--- src/rtl/ctrl_pipeline.sv ---
// Control-word pipeline: carries decoded control bits from ID through EX, MEM and WB,
// detects load-use hazards, resolves branches/jumps in EX and counts stalls and flushes.
module ctrl_pipeline #(
    parameter int CNT_W    = 16,
    parameter int LINK_REG = 31
) (
    input  logic             clk,
    input  logic             rst_n,
    input  logic             hold,
    input  logic             id_valid,
    input  logic [9:0]       id_ctrl,
    input  logic             id_bne,
    input  logic [4:0]       id_rs,
    input  logic [4:0]       id_rt,
    input  logic [4:0]       id_rd,
    input  logic             ex_zero,
    output logic             ex_valid,
    output logic             ex_alusrc,
    output logic             ex_branch,
    output logic             ex_bne,
    output logic             ex_jump,
    output logic [1:0]       ex_aluop,
    output logic [4:0]       ex_dest,
    output logic             mem_valid,
    output logic             mem_memread,
    output logic             mem_memwrite,
    output logic             mem_memtoreg,
    output logic             mem_regwrite,
    output logic [4:0]       mem_dest,
    output logic             wb_valid,
    output logic             wb_regwrite,
    output logic             wb_memtoreg,
    output logic             wb_link,
    output logic [4:0]       wb_dest,
    output logic             pc_write_en,
    output logic             ifid_write_en,
    output logic             ifid_flush,
    output logic             redirect,
    output logic [CNT_W-1:0] stall_cnt,
    output logic [CNT_W-1:0] flush_cnt
);

    localparam logic [4:0] LINK_DEST = 5'(LINK_REG);

    logic       ex_memread_int;
    logic       ex_memwrite_int;
    logic       ex_memtoreg_int;
    logic       ex_regwrite_int;
    logic       ex_link_int;
    logic       mem_link_int;

    logic       id_link;
    logic [4:0] id_dest;
    logic       id_regwrite;
    logic       taken;
    logic       load_use;
    logic       idex_bubble;
    logic       stall_inc;
    logic       flush_inc;

    // Destination resolution: JAL writes the link register, otherwise rd or rt.
    always_comb begin
        id_link = id_ctrl[2] & id_ctrl[6];
        if (id_link)
            id_dest = LINK_DEST;
        else if (id_ctrl[9])
            id_dest = id_rd;
        else
            id_dest = id_rt;
        id_regwrite = id_ctrl[6] & (id_dest != 5'd0);
    end

    always_comb begin
        taken = ex_valid & ((ex_branch & (ex_bne ? ~ex_zero : ex_zero)) | ex_jump);
        load_use = ex_valid & ex_memread_int & id_valid & (ex_dest != 5'd0) &
                   ((ex_dest == id_rs) | (ex_dest == id_rt));
        idex_bubble   = taken | load_use;
        flush_inc     = ~hold & taken;
        stall_inc     = ~hold & ~taken & load_use;
        pc_write_en   = ~hold & ~stall_inc;
        ifid_write_en = ~hold & ~stall_inc;
        ifid_flush    = flush_inc;
        redirect      = flush_inc;
    end

    // ID/EX register; an invalid or squashed slot is loaded as an all-zero bubble.
    always_ff @(posedge clk or negedge rst_n) begin
        if (!rst_n) begin
            ex_valid        <= 1'b0;
            ex_alusrc       <= 1'b0;
            ex_branch       <= 1'b0;
            ex_bne          <= 1'b0;
            ex_jump         <= 1'b0;
            ex_aluop        <= 2'b00;
            ex_dest         <= 5'd0;
            ex_memread_int  <= 1'b0;
            ex_memwrite_int <= 1'b0;
            ex_memtoreg_int <= 1'b0;
            ex_regwrite_int <= 1'b0;
            ex_link_int     <= 1'b0;
        end else if (!hold) begin
            if (idex_bubble || !id_valid) begin
                ex_valid        <= 1'b0;
                ex_alusrc       <= 1'b0;
                ex_branch       <= 1'b0;
                ex_bne          <= 1'b0;
                ex_jump         <= 1'b0;
                ex_aluop        <= 2'b00;
                ex_dest         <= 5'd0;
                ex_memread_int  <= 1'b0;
                ex_memwrite_int <= 1'b0;
                ex_memtoreg_int <= 1'b0;
                ex_regwrite_int <= 1'b0;
                ex_link_int     <= 1'b0;
            end else begin
                ex_valid        <= 1'b1;
                ex_alusrc       <= id_ctrl[8];
                ex_branch       <= id_ctrl[3];
                ex_bne          <= id_bne & id_ctrl[3];
                ex_jump         <= id_ctrl[2];
                ex_aluop        <= id_ctrl[1:0];
                ex_dest         <= id_dest;
                ex_memread_int  <= id_ctrl[5];
                ex_memwrite_int <= id_ctrl[4];
                ex_memtoreg_int <= id_ctrl[7];
                ex_regwrite_int <= id_regwrite;
                ex_link_int     <= id_link;
            end
        end
    end

    // EX/MEM and MEM/WB always advance unless held; EX fields are already zero for bubbles.
    always_ff @(posedge clk or negedge rst_n) begin
        if (!rst_n) begin
            mem_valid    <= 1'b0;
            mem_memread  <= 1'b0;
            mem_memwrite <= 1'b0;
            mem_memtoreg <= 1'b0;
            mem_regwrite <= 1'b0;
            mem_dest     <= 5'd0;
            mem_link_int <= 1'b0;
            wb_valid     <= 1'b0;
            wb_regwrite  <= 1'b0;
            wb_memtoreg  <= 1'b0;
            wb_link      <= 1'b0;
            wb_dest      <= 5'd0;
        end else if (!hold) begin
            mem_valid    <= ex_valid;
            mem_memread  <= ex_valid & ex_memread_int;
            mem_memwrite <= ex_valid & ex_memwrite_int;
            mem_memtoreg <= ex_memtoreg_int;
            mem_regwrite <= ex_valid & ex_regwrite_int;
            mem_dest     <= ex_dest;
            mem_link_int <= ex_valid & ex_link_int;
            wb_valid     <= mem_valid;
            wb_regwrite  <= mem_valid & mem_regwrite;
            wb_memtoreg  <= mem_memtoreg;
            wb_link      <= mem_valid & mem_link_int;
            wb_dest      <= mem_dest;
        end
    end

    always_ff @(posedge clk or negedge rst_n) begin
        if (!rst_n) begin
            stall_cnt <= '0;
            flush_cnt <= '0;
        end else begin
            if (stall_inc && (stall_cnt != '1))
                stall_cnt <= stall_cnt + 1'b1;
            if (flush_inc && (flush_cnt != '1))
                flush_cnt <= flush_cnt + 1'b1;
        end
    end

endmodule

--- config.mk ---
export PLATFORM = sky130hd
export DESIGN_NAME = ctrl_pipeline
export DESIGN_NICKNAME = d
export VERILOG_FILES = /design/src/rtl/ctrl_pipeline.sv
export SDC_FILE = /design/constraint.sdc
export NUM_CORES = 1
export LEC_CHECK = 0
export ABC_CLOCK_PERIOD_IN_PS = 1600
export BUFFER_PORTS_ARGS = -buffer_cell sky130_fd_sc_hd__buf_2
export CAP_MARGIN = 20
export CELL_PAD_IN_SITES_DETAIL_PLACEMENT = 1
export CELL_PAD_IN_SITES_GLOBAL_PLACEMENT = 1
export CORE_MARGIN = 2
export CORE_UTILIZATION = 36
export DETAILED_ROUTE_END_ITERATION = 7
export GPL_TIMING_DRIVEN = 1
export HOLD_SLACK_MARGIN = 0.08
export PLACE_DENSITY_LB_ADDON = 0.12
export SYNTH_ARGS = -nofsm -noshare
export SYNTH_HDL_FRONTEND = slang
export SYNTH_SLANG_ARGS = --single-unit
--- constraint.sdc ---
create_clock -name clk -period 1.6 [get_ports clk]
set_input_delay 0.16 -clock clk [delete_from_list [all_inputs] [get_ports clk]]
set_output_delay 0.16 -clock clk [all_outputs]
set_load 0.005 [all_outputs]
# Word-level counts from Yosys, hierarchy flattened
# Index checks and enable logic that the tools add are counted.
[word_totals]
mem_count = 0
romBits = 0
latchBits = 0
ramBits = 0
register_bits = 69
output_inout_bits = 67
[classes]
div = 0
addsub = 2
bitwise = 25
n_lt_le_gt_ge = 0
n_reduce_logical = 6
muxes = 15
eq_ne = 4
shift = 0
multipliers = 0
[ops]
columns = ["op", "n"]
rows = [
  ["$add A16 B1 Y16 const B", 2],
  ["$ne A16 B16 Y1 const B", 2],
  ["$and A1 B1 Y1", 18],
  ["$mux W5", 3],
  ["$mux W1", 11],
  ["$eq A5 B5 Y1", 2],
  ["$reduce_bool A5 Y1", 2],
  ["$not A1 Y1", 4],
  ["$or A1 B1 Y1", 3],
  ["$logic_and A1 B1 Y1", 2],
  ["$mux W2", 1],
  ["$logic_not A1 Y1", 1],
  ["$logic_or A1 B1 Y1", 1],
]

# Depth between registers and ports, before layout
# Gate-level depths: netlist (run 1).
[logic_depth]
depth_word = 10
ltp_mapped = 8
depth_no_buf = 7

# Least setup slack after synthesis (run 1)
# OpenSTA, ideal clock, no wires.
[synth_timing]
path_type = "reg2reg"
start = "reg ex_dest[2]"
end = "reg ex_dest[0]"
synth_period_minus_slack_ns = 1.759
setup_ns = 0.121
required_time_ns = 1.479
n_path_buf = 2
stages_incl_launch_ff = 9
setup_slack_ns = -0.159
t_arrival_ns = 1.638
cell_sequence = "dfrtp_1 > xor2_1 > nor3_2 > a22oi_2 > nand2b_4 > and3_1 > buf_6 > buf_12 > a22o_1"
[synth_via]
elab_chain_cells = 6
word_cells_on_any_way = 9
classes_between = "2 x eq/ne; 1 x mux; 4 x bitwise; 2 x reduce/logical"
[synth_rtl]
columns = ["item", "line_no", "rtl"]
rows = [
  ["start, declared", "23", "output logic [4:0] ex_dest,"],
  ["start signal, assigned", "122", "ex_dest <= id_dest;"],
  ["$eq A5 B5 Y1 / $reduce_bool A5 Y1 (equally long branches)", "76, 75", ""],
  ["$or A1 B1 Y1 / $and A1 B1 Y1 (equally long branches)", "76, 75", ""],
  ["$and A1 B1 Y1 (*)", "75", "load_use = ex_valid & ex_memread_int & id_valid & (ex_dest != 5'd0) &"],
  ["$or A1 B1 Y1 (*)", "77", "idex_bubble = taken | load_use;"],
  ["$logic_or A1 B1 Y1 (*)", "102", "if (idex_bubble || !id_valid) begin"],
  ["$mux W5 (*)", "102", ""],
]
# Every way passes the cells marked *; elsewhere a longest branch is shown, timed or not.
# A chain may end at the register's enable or synchronous reset.

# Worst setup path in the final report (run 1)
[layout_timing]
start = "reg stall_cnt[0]"
end = "reg stall_cnt[14]"
[layout_via]
elab_chain_cells = 2
word_cells_on_any_way = 3
classes_between = "1 x add/sub; 1 x eq/ne; 1 x reduce/logical"
[layout_rtl]
columns = ["item", "line_no", "rtl"]
rows = [
  ["start, declared", "39", "output logic [CNT_W-1:0] stall_cnt,"],
  ["start signal, assigned", "169", "stall_cnt <= stall_cnt + 1'b1;"],
  ["branches (longest 2 deep; another with $add A16 B1 Y16)", "n/a", ""],
]
# Parallel ways; which one is timed is not known.

==> results of run 1 <==
## logic make-up after synthesis
| group | count (synthesis) | share of synthesized area |
|---|---|---|
| simple gates | 82 | 0.142 |
| compound gates | 32 | 0.0897 |
| buf+inv | 12 | 0.0259 |
| mux | 20 | 0.0697 |
| flops | 69 | 0.550 |
| fa+ha+maj | 2 | 0.00797 |
| xor+xnor | 41 | 0.114 |
## state kept, by name, summed over array words and instances (netlist names), 2 cells and up
name / count
flush_cnt: 16
stall_cnt: 16
ex_dest: 5
mem_dest: 5
wb_dest: 5
ex_aluop: 2
## worst max-delay path: stages, from the launching register on
cell	delay, ns
dfrtp_1	0.37
ha_2	0.19
and3_4	0.19
buf_4	0.12
and4_4	0.23
and2_4	0.14
nand4_1	0.16
nor3_4	0.23
xor2_1	0.15
## power by group through the flow
stage          registers (µW)  logic [µW]  clock network [µW]
4_1_cts                  1990         855                1550
5_1_grt                  2020         948                1630
6_report                 1990         865                1510
2_1_floorplan            2060         290                   0
3_5_place_dp             2030         773                   0
3_3_place_gp             2010         749                   0
## cell usage after synthesis (all sizes together)
cell | n | area [µm²]
dfrtp | 69 | 1730
xnor2 | 24 | 210
nand2 | 22 | 82.6
xor2 | 17 | 149
a22o | 16 | 140
mux2 | 15 | 169
nand4 | 15 | 93.8
nand3 | 12 | 60.1
nor2 | 10 | 42.5
and3 | 8 | 50.1
nor3 | 8 | 55.1
buf | 6 | 58.8
clkbuf | 5 | 18.8
mux2i | 5 | 50.1
a21o | 4 | 30.0
and4 | 4 | 35.0
a32o | 3 | 32.5
o21ai | 3 | 15.0
ha | 2 | 25.0
a211oi | 1 | 12.5
a21oi | 1 | 8.76
a22oi | 1 | 12.5
a31o | 1 | 8.76
a31oi | 1 | 12.5
and2 | 1 | 6.26
and2b | 1 | 7.51
inv | 1 | 3.75
nand2b | 1 | 13.8
o311ai | 1 | 8.76
## layout make-up
type	count	share of cell area
clock buffer	9	0.0257
clock inverter	7	0.0169
inverter	1	0.00130
multi-input combinational	179	0.333
sequential	69	0.359
tap	108	0.0280
timing repair buffer	172	0.237
## layer usage
| layer | part of all wire | vias up |
|---|---|---|
| li1 | - | 1273 |
| met1 | 0.43 | 1357 |
| met2 | 0.52 | 58 |
| met3 | 0.033 | 14 |
| met4 | 0.015 | 0 |
| met5 | 0 | - |
## worst paths after layout
path / startpoint / to / slack, ns / cells past startpoint
worst max-delay path: stall_cnt[0]$_DFFE_PN0P_ / stall_cnt[14]$_DFFE_PN0P_ / -0.28 / 8
worst min-delay path: id_ctrl[6] / ex_regwrite_int$_DFFE_PN0N_ / 0.10 / 2
worst max register to register: stall_cnt[0]$_DFFE_PN0P_ / stall_cnt[14]$_DFFE_PN0P_ / -0.28 / 8
worst min register to register: mem_memread$_DFFE_PN0N_ / mem_memread$_DFFE_PN0N_ / 0.49 / 2
max in group asynchronous: rst_n / ex_dest[1]$_DFFE_PN0N_ / 0.91 / 3
min in group asynchronous: rst_n / wb_regwrite$_DFFE_PN0N_ / 0.37 / 3
## placed cells by master (no fill, tap or decap), drive strengths merged
master       netlist  routed
buf                6     161
dfrtp             69      69
xnor2             24      24
nand2             22      22
xor2              17      17
a22o              16      16
nand4             15      15
mux2              15      15
nand3             12      12
dlygate4sd3        0      11
and3               8      10
nor2              10      10
clkbuf             5       9
nor3               8       8
mux2i              5       5
a21o               4       4
and4               4       4
inv                1       4
o21ai              3       3
a32o               3       3
clkinv             0       2
ha                 2       2
and2b              1       1
a31o               1       1
a22oi              1       1
a21oi              1       1
nand2b             1       1
a31oi              1       1
o311ai             1       1
a211oi             1       1
and2               1       1
bufinv             0       1
clkinvlp           0       1
## stage by stage
step	power [µW]	setup WS, ns	setup TNS, ns
after CTS	4400	-0.311	-4.64
after floorplan	2350	-0.108	-2.11
after global placement	2760	-0.132	-2.43
after detailed placement	2800	-0.214	-4.26
after global routing	4590	-0.387	-12.08
final	4360	-0.276	-7.06
## timing repair
action                                  4_1_cts  5_1_grt
resized for setup                            40       25
endpoints found under the setup margin       53       52
pin swaps                                    40       24
hold buffers                                 10        1
hold endpoints to repair                     79        1
setup buffers                                10        8
gates cloned                                  2        0
==> impl_metrics.env, run 1 <==
export IMPL_cts_htree_levels=3
export IMPL_clk_latency_ns=0.34
export IMPL_dp_cells=499
export IMPL_avgSynthCellArea_um2=12.2
export IMPL_syn_area_um2=3140
export IMPL_synthCells=258
export IMPL_hp_class="in -> reg"
export IMPL_die_h_um=97.4
export IMPL_skew_ns=0.00874
export IMPL_fin_crit_ns=1.88
export IMPL_finalMaxSlewViolations=0
export IMPL_post_route_cell_area_um2=4820
export IMPL_period_share=1.17
export IMPL_coreArea_um2=8590
export IMPL_ys_ff_latch=69
export IMPL_pwr_share_comb=0.198
export IMPL_worst_slew_pin_slew_ns=0.466
export IMPL_end_kind="register"
export IMPL_fillers=972
export IMPL_final_nets=465
export IMPL_start_util=0.365
export IMPL_ios=98
export IMPL_ant_nets=0
export IMPL_post_route_drc_count=0
export IMPL_drt_pass1_iterations=4
export IMPL_cp_start_kind="register"
export IMPL_port_buffers=97
export IMPL_switchingPower_uw=1270
export IMPL_met3_usage=0.0367
export IMPL_syn_num_nets=291
export IMPL_post_drt_wl_per_cell_um=17.1
export IMPL_cap_violations=0
export IMPL_overflow=0
export IMPL_grt_pass1_wl_mm=14.7
export IMPL_vias=2702
export IMPL_routed_wl_mm=9.34
export IMPL_cts_sinks=69
export IMPL_die_area_um2=9480
export IMPL_hold_slack_ns=0.104
export IMPL_place_gp_congestion=0.798
export IMPL_ir_worst_vdd_v=0.000431
export IMPL_clk_path_buf_depth=2
export IMPL_grt_use_met2=0.335
export IMPL_met1_usage=0.242
export IMPL_power_frac_clock=0.345
export IMPL_ff_latch_area_um2=1730
export IMPL_drtIter0Drc=57
export IMPL_insertedDiodeCount=0
export IMPL_critical_path_required_ns=1.87
export IMPL_fin_ws_ns=-0.276
export IMPL_drive_above_1_share=0.551
export IMPL_fp_dieW_um=97.4
export IMPL_path_class="reg -> reg"
export IMPL_leakagePower_uw=0.00260
export IMPL_synth_seq_area_share=0.550
export IMPL_cts_made_buffers=9
export IMPL_intPower_uw=3090
export IMPL_status="complete, but fails checks"
export IMPL_globalRouteTotalUtil=0.193
export IMPL_instances_no_fill=545
export IMPL_placed_area_um2=4060
export IMPL_relSlewSlack=0.689
export IMPL_clk_pin_slew_ns=0.08
export IMPL_multi_input_area_um2=1600
export IMPL_synth_cell_types=35
export IMPL_switching_share=0.292
export IMPL_grt_max_degree=70
export IMPL_clock_fmax_ghz=0.533
export IMPL_grt_pass1_vias=2897
export IMPL_setup_viol_count_final=47
export IMPL_ys_warn_count=0
export IMPL_rsz0062_at_grt="yes"
export IMPL_busiest_layer="met2"
export IMPL_hpwl_mm=6.10
export IMPL_pwr_share_seq=0.456
export IMPL_finalHoldViolCount=0
export IMPL_viasPerCell=4.96
export IMPL_violations="negative setup slack"
export IMPL_fp_row_count=34
export IMPL_antenna_found_initial=0
export IMPL_worstPathArrival_ns=2.14
export IMPL_syn2layout_area_growth_pct=53.5
export IMPL_worstPathMaxFanout=3
export IMPL_cts_tree="yes"
export IMPL_powerDensity_nw_per_um2=906
export IMPL_final_util=0.561
export IMPL_root_buffer="clkbuf_8"
No activity file was read; power rests on OpenSTA's default activity.
==> inputs of run 2 (changes only) <==
- TNS_END_PERCENT: unset -> 5
==> impl_metrics.env, run 2 (synthesized netlist as in run 1, its figures left out) <==
export IMPL_status="complete, but fails checks"
export IMPL_violations="negative setup slack"
export IMPL_switchingPower_uw=1250
export IMPL_timing_critical_path_from="ex_dest[0]$_DFFE_PN0N_"
export IMPL_port_buffers=97
export IMPL_vias=2650
export IMPL_power_frac_clock=0.325
export IMPL_viasPerCell=4.93
export IMPL_start_util=0.365
export IMPL_clk_pin_slew_ns=0.08
export IMPL_coreArea_um2=8590
export IMPL_layout_commonest_cell="buf_2"
export IMPL_ios=98
export IMPL_placed_area_um2=4110
export IMPL_final_cell_mix="buf_2, dfrtp_1, buf_4"
export IMPL_rsz0062_at_grt="yes"
export IMPL_critical_path_required_ns=1.44
export IMPL_drt_pass1_iterations=6
export IMPL_ff_latch_area_um2=1730
export IMPL_leakagePower_uw=0.00241
export IMPL_die_area_um2=9480
export IMPL_reg2reg_from="ex_dest[0]$_DFFE_PN0N_"
export IMPL_switching_share=0.300
export IMPL_antenna_found_initial=1
export IMPL_clk_path_buf_depth=2
export IMPL_fillers=982
export IMPL_pwr_share_comb=0.198
export IMPL_post_route_drc_count=0
export IMPL_globalRouteTotalUtil=0.192
export IMPL_intPower_uw=2910
export IMPL_worstPathArrival_ns=1.71
export IMPL_finalHoldViolCount=0
export IMPL_grt_max_degree=70
export IMPL_clock_fmax_ghz=0.534
export IMPL_clk_latency_ns=0.35
export IMPL_min_delay_start="id_bne"
export IMPL_ir_worst_vdd_v=0.000444
export IMPL_hpwl_mm=6.07
export IMPL_ant_nets=0
export IMPL_cts_sinks=69
export IMPL_powerDensity_nw_per_um2=920
export IMPL_fp_dieW_um=97.4
export IMPL_cts_htree_levels=3
export IMPL_min_path_cells=2
export IMPL_worstRegToRegCells=6
export IMPL_relSlewSlack=0.694
export IMPL_fp_row_count=34
export IMPL_skew_ns=0.00905
export IMPL_path_class="reg -> out"
export IMPL_cts_made_buffers=9
export IMPL_top_regs="flush_cnt (16), stall_cnt (16)"
export IMPL_place_ws_ns=-0.416
export IMPL_multi_input_area_um2=1430
export IMPL_cts_tree="yes"
export IMPL_overflow=0
export IMPL_fin_ws_ns=-0.274
export IMPL_drive_above_1_share=0.502
export IMPL_grt_pass1_vias=2974
export IMPL_end_kind="output port"
export IMPL_routed_wl_mm=8.52
export IMPL_pwr_share_seq=0.477
export IMPL_fin_crit_ns=1.87
export IMPL_final_nets=458
export IMPL_cp_start_kind="register"
export IMPL_post_route_cell_area_um2=4530
export IMPL_setup_viol_count_final=38
export IMPL_cap_violations=0
export IMPL_insertedDiodeCount=0
export IMPL_post_drt_wl_per_cell_um=15.8
export IMPL_period_share=1.17
export IMPL_total_power_uw=4170
export IMPL_drtIter0Drc=65
export IMPL_finalMaxSlewViolations=0
export IMPL_hp_class="in -> reg"
export IMPL_root_buffer="clkbuf_8"
export IMPL_syn2layout_area_growth_pct=44.2
export IMPL_grt_pass1_wl_mm=14.7
export IMPL_place_gp_congestion=0.790
export IMPL_die_h_um=97.4
export IMPL_worst_slew_pin_slew_ns=0.459
export IMPL_worstPathMaxFanout=4
==> run 2: cell types whose count changed in the layout (fill, tap and decap cells not counted), sizes merged <==
cell / change
bufinv: -1
buf: -4
dlygate4sd3: -1
clkinv: -1
and3: -2
clkinvlp: +2
==> run 2: worst paths after layout <==
path | to | slack, ns
worst max-delay path | pc_write_en | -0.27
worst min-delay path | ex_bne$_DFFE_PN0N_ | 0.1
worst max register to register | stall_cnt[1]$_DFFE_PN0P_ | -0.25
worst min register to register | mem_memread$_DFFE_PN0N_ | 0.49
max in group asynchronous | ex_dest[4]$_DFFE_PN0N_ | 0.92
min in group asynchronous | wb_memtoreg$_DFFE_PN0N_ | 0.35
==> run 2: layout make-up <==
type | count | share of cell area
Clock inverter | 7 | 0.0127
Sequential cell | 69 | 0.382
Inverter | 1 | 0.000829
Clock buffer | 9 | 0.0274
Multi-Input combinational cell | 177 | 0.315
Tap cell | 108 | 0.0298
Timing Repair Buffer | 167 | 0.232
==> run 2: per-stage QoR <==
| stage | setup TNS (ns) | utilization | hold slack [ns] | cells |
|---|---|---|---|---|
| 6_report | -5.73 | 0.527 | 0.0967 | 538 |
| 3_5_place_dp | -7.85 | 0.479 | 0.220 | 507 |
| 5_1_grt | -9.58 | 0.527 | 0.0899 | 538 |
| 3_3_place_gp | -5.25 | 0.479 | 0.218 | 507 |
| 4_1_cts | -5.39 | 0.524 | 0.0819 | 538 |
| 2_1_floorplan | -2.19 | - | -0.136 | 258 |
==> run 2: routing by layer <==
metal / GRT usage / part of all wire / up-vias / wire (µm)
met4: 0.0620 / 0.015 / 2 / 132
met1: 0.253 / 0.45 / 1309 / 3840
li1: - / - / 1261 / -
met3: 0.0475 / 0.043 / 16 / 365
met5: 0 / 0.0015 / - / 13
met2: 0.311 / 0.49 / 62 / 4170
==> run 2: worst max-delay path, cell delays in order, from the launching register on <==
cell and delay [ns]:
dfrtp_1 0.45, xor2_1 0.18, nor3_2 0.19, a22oi_2 0.10
nand2b_4 0.17, nor2_4 0.08, nor2_2 0.05, buf_2 0.15
==> run 2: power groups by stage <==
stage | Combinational [µW] | Clock, µW | Sequential [µW]
finish | 825 | 1350 | 1990
global route | 913 | 1470 | 2010
CTS | 837 | 1390 | 1990
detailed placement | 780 | 0 | 2020
global placement | 763 | 0 | 2010
floorplan | 290 | 0 | 2060
==> run 2: repair_timing <==
action	4_1_cts	5_1_grt
setup endpoints to repair	53	50
hold endpoints to repair	78	0
setup buffers	5	0
gates resized for setup	16	5
pin swaps	17	11
hold buffers	10	0
==> inputs of run 3 (changes only) <==
- CORE_ASPECT_RATIO: unset -> 0.9
- CORE_MARGIN: 2 -> 3
- SLEW_MARGIN: unset -> 5
==> impl_metrics.env, run 3 (synthesized netlist as in run 1, its figures left out) <==
export IMPL_clk_pin_slew_ns=0.08
export IMPL_final_util=0.552
export IMPL_drt_pass1_iterations=4
export IMPL_fp_row_count=31
export IMPL_post_drt_wl_per_cell_um=16.1
export IMPL_die_h_um=94.6
export IMPL_syn2layout_area_growth_pct=45.3
export IMPL_cts_made_buffers=9
export IMPL_status="complete, but fails checks"
export IMPL_path_delay_family="simple AND/OR/NAND/NOR gates"
export IMPL_cts_tree="yes"
export IMPL_cp_start_kind="register"
export IMPL_total_power_uw=4430
export IMPL_worstPathMaxFanout=4
export IMPL_hpwl_mm=6.29
export IMPL_antenna_found_initial=0
export IMPL_worstPathArrival_ns=1.68
export IMPL_ir_worst_vdd_v=0.000421
export IMPL_path_class="reg -> out"
export IMPL_end_kind="output port"
export IMPL_fillers=926
export IMPL_ant_nets=0
export IMPL_multi_input_area_um2=1420
export IMPL_viasPerCell=4.80
export IMPL_final_cell_mix="buf_2, dfrtp_1, buf_4"
export IMPL_post_route_drc_count=0
export IMPL_die_area_um2=9880
export IMPL_cts_htree_levels=3
export IMPL_finalMaxSlewViolations=0
export IMPL_period_share=1.15
export IMPL_skew_ns=0.00677
export IMPL_grt_pass1_wl_mm=14.5
export IMPL_fp_dieW_um=104
export IMPL_worst_path_buf_inv=1
export IMPL_drive_above_1_share=0.507
export IMPL_violations="negative setup slack"
export IMPL_leakagePower_uw=0.00243
export IMPL_routed_wl_mm=8.72
export IMPL_finalHoldViolCount=0
export IMPL_instances_no_fill=543
export IMPL_max_stage_delay_ns=0.43
export IMPL_relSlewSlack=0.696
export IMPL_ff_latch_area_um2=1730
export IMPL_clock_fmax_ghz=0.544
export IMPL_start_util=0.380
export IMPL_tns_ns=-5.47
export IMPL_clk_path_buf_depth=2
export IMPL_fin_ws_ns=-0.239
export IMPL_worst_slew_pin_slew_ns=0.457
export IMPL_crit_chain="xor2_1, nor3_2, a22oi_2, nand2b_4, nor2_4, nor2_2, buf_2"
export IMPL_place_gp_congestion=0.791
export IMPL_ios=98
export IMPL_dp_cells=514
export IMPL_hp_class="in -> reg"
export IMPL_globalRouteTotalUtil=0.186
export IMPL_insertedDiodeCount=0
export IMPL_root_buffer="clkbuf_8"
export IMPL_fin_crit_ns=1.84
export IMPL_grt_pass1_vias=2852
export IMPL_rsz0062_at_grt="yes"
export IMPL_powerDensity_nw_per_um2=972
export IMPL_vias=2605
export IMPL_drtIter0Drc=35
export IMPL_clk_latency_ns=0.33
export IMPL_setup_viol_count_final=43
export IMPL_layout_commonest_cell="buf_2"
export IMPL_overflow=0
export IMPL_cpMaxStageDelayCell="dfrtp_1"
export IMPL_critical_path_required_ns=1.44
export IMPL_grt_max_degree=70
export IMPL_coreArea_um2=8260
export IMPL_final_nets=456
export IMPL_port_buffers=97
export IMPL_cap_violations=0
export IMPL_top_regs="flush_cnt (16), stall_cnt (16)"
export IMPL_cts_sinks=69
run 3: cell count changes in the layout (fill, tap and decap cells not counted), sizes merged:
cell         previous run  this run
clkbuf                  9        10
dlygate4sd3            10         8
clkinv                  1         0
bufinv                  0         2
clkinvlp                3         2
inv                     4         3
run 3: power by group:
group	switching [µW]	internal [µW]
Sequential	101	1890
Combinational	378	434
Clock	699	931
Total	1180	3250
run 3: layout make-up:
type,instances,area share
clock buffers,10,0.0302
clock inverters,6,0.0203
inverters,1,0.000823
multi-input cells,177,0.312
flip-flops and latches,69,0.379
well taps,115,0.0316
repair buffers,165,0.226
run 3: path summary, 6_finish.rpt:
| check | end | cells past startpoint | from | slack (ns) |
|---|---|---|---|---|
| max in group asynchronous | ex_dest[1]$_DFFE_PN0N_ | 3 | rst_n | 0.90 |
| worst max register to register | stall_cnt[1]$_DFFE_PN0P_ | 6 | stall_cnt[0]$_DFFE_PN0P_ | -0.22 |
| worst min-delay path | ex_jump$_DFFE_PN0N_ | 2 | id_ctrl[2] | 0.10 |
| worst min register to register | wb_link$_DFFE_PN0N_ | 2 | wb_link$_DFFE_PN0N_ | 0.49 |
| worst max-delay path | ifid_write_en | 7 | ex_dest[2]$_DFFE_PN0N_ | -0.24 |
| min in group asynchronous | ex_aluop[1]$_DFFE_PN0N_ | 3 | rst_n | 0.36 |
run 3: per-layer routing:
layer / global-route usage / routed length (µm) / vias to the layer above
li1: - / - / 1259
met1: 0.232 / 3830 / 1274
met2: 0.314 / 4420 / 64
met3: 0.0567 / 366 / 8
met4: 0.0509 / 97 / 0
met5: 0 / 0 / -
run 3: per-stage QoR:
stage / setup WS, ns / instance area, µm² / hold WS, ns
after floorplan: -0.108 / 3140 / -0.136
after global placement: -0.312 / 4120 / 0.220
after detailed placement: -0.380 / 4120 / 0.220
after CTS: -0.269 / 4520 / 0.0889
after global routing: -0.372 / 4560 / 0.104
final: -0.239 / 4560 / 0.103
run 3: timing repair:
| item | in CTS | in global routing |
|---|---|---|
| setup buffers | 5 | 0 |
| endpoints found under the setup margin | 53 | 53 |
| hold buffers | 8 | 0 |
| pin swaps | 16 | 8 |
| hold endpoints to repair | 76 | 0 |
| gates resized for setup | 13 | 8 |
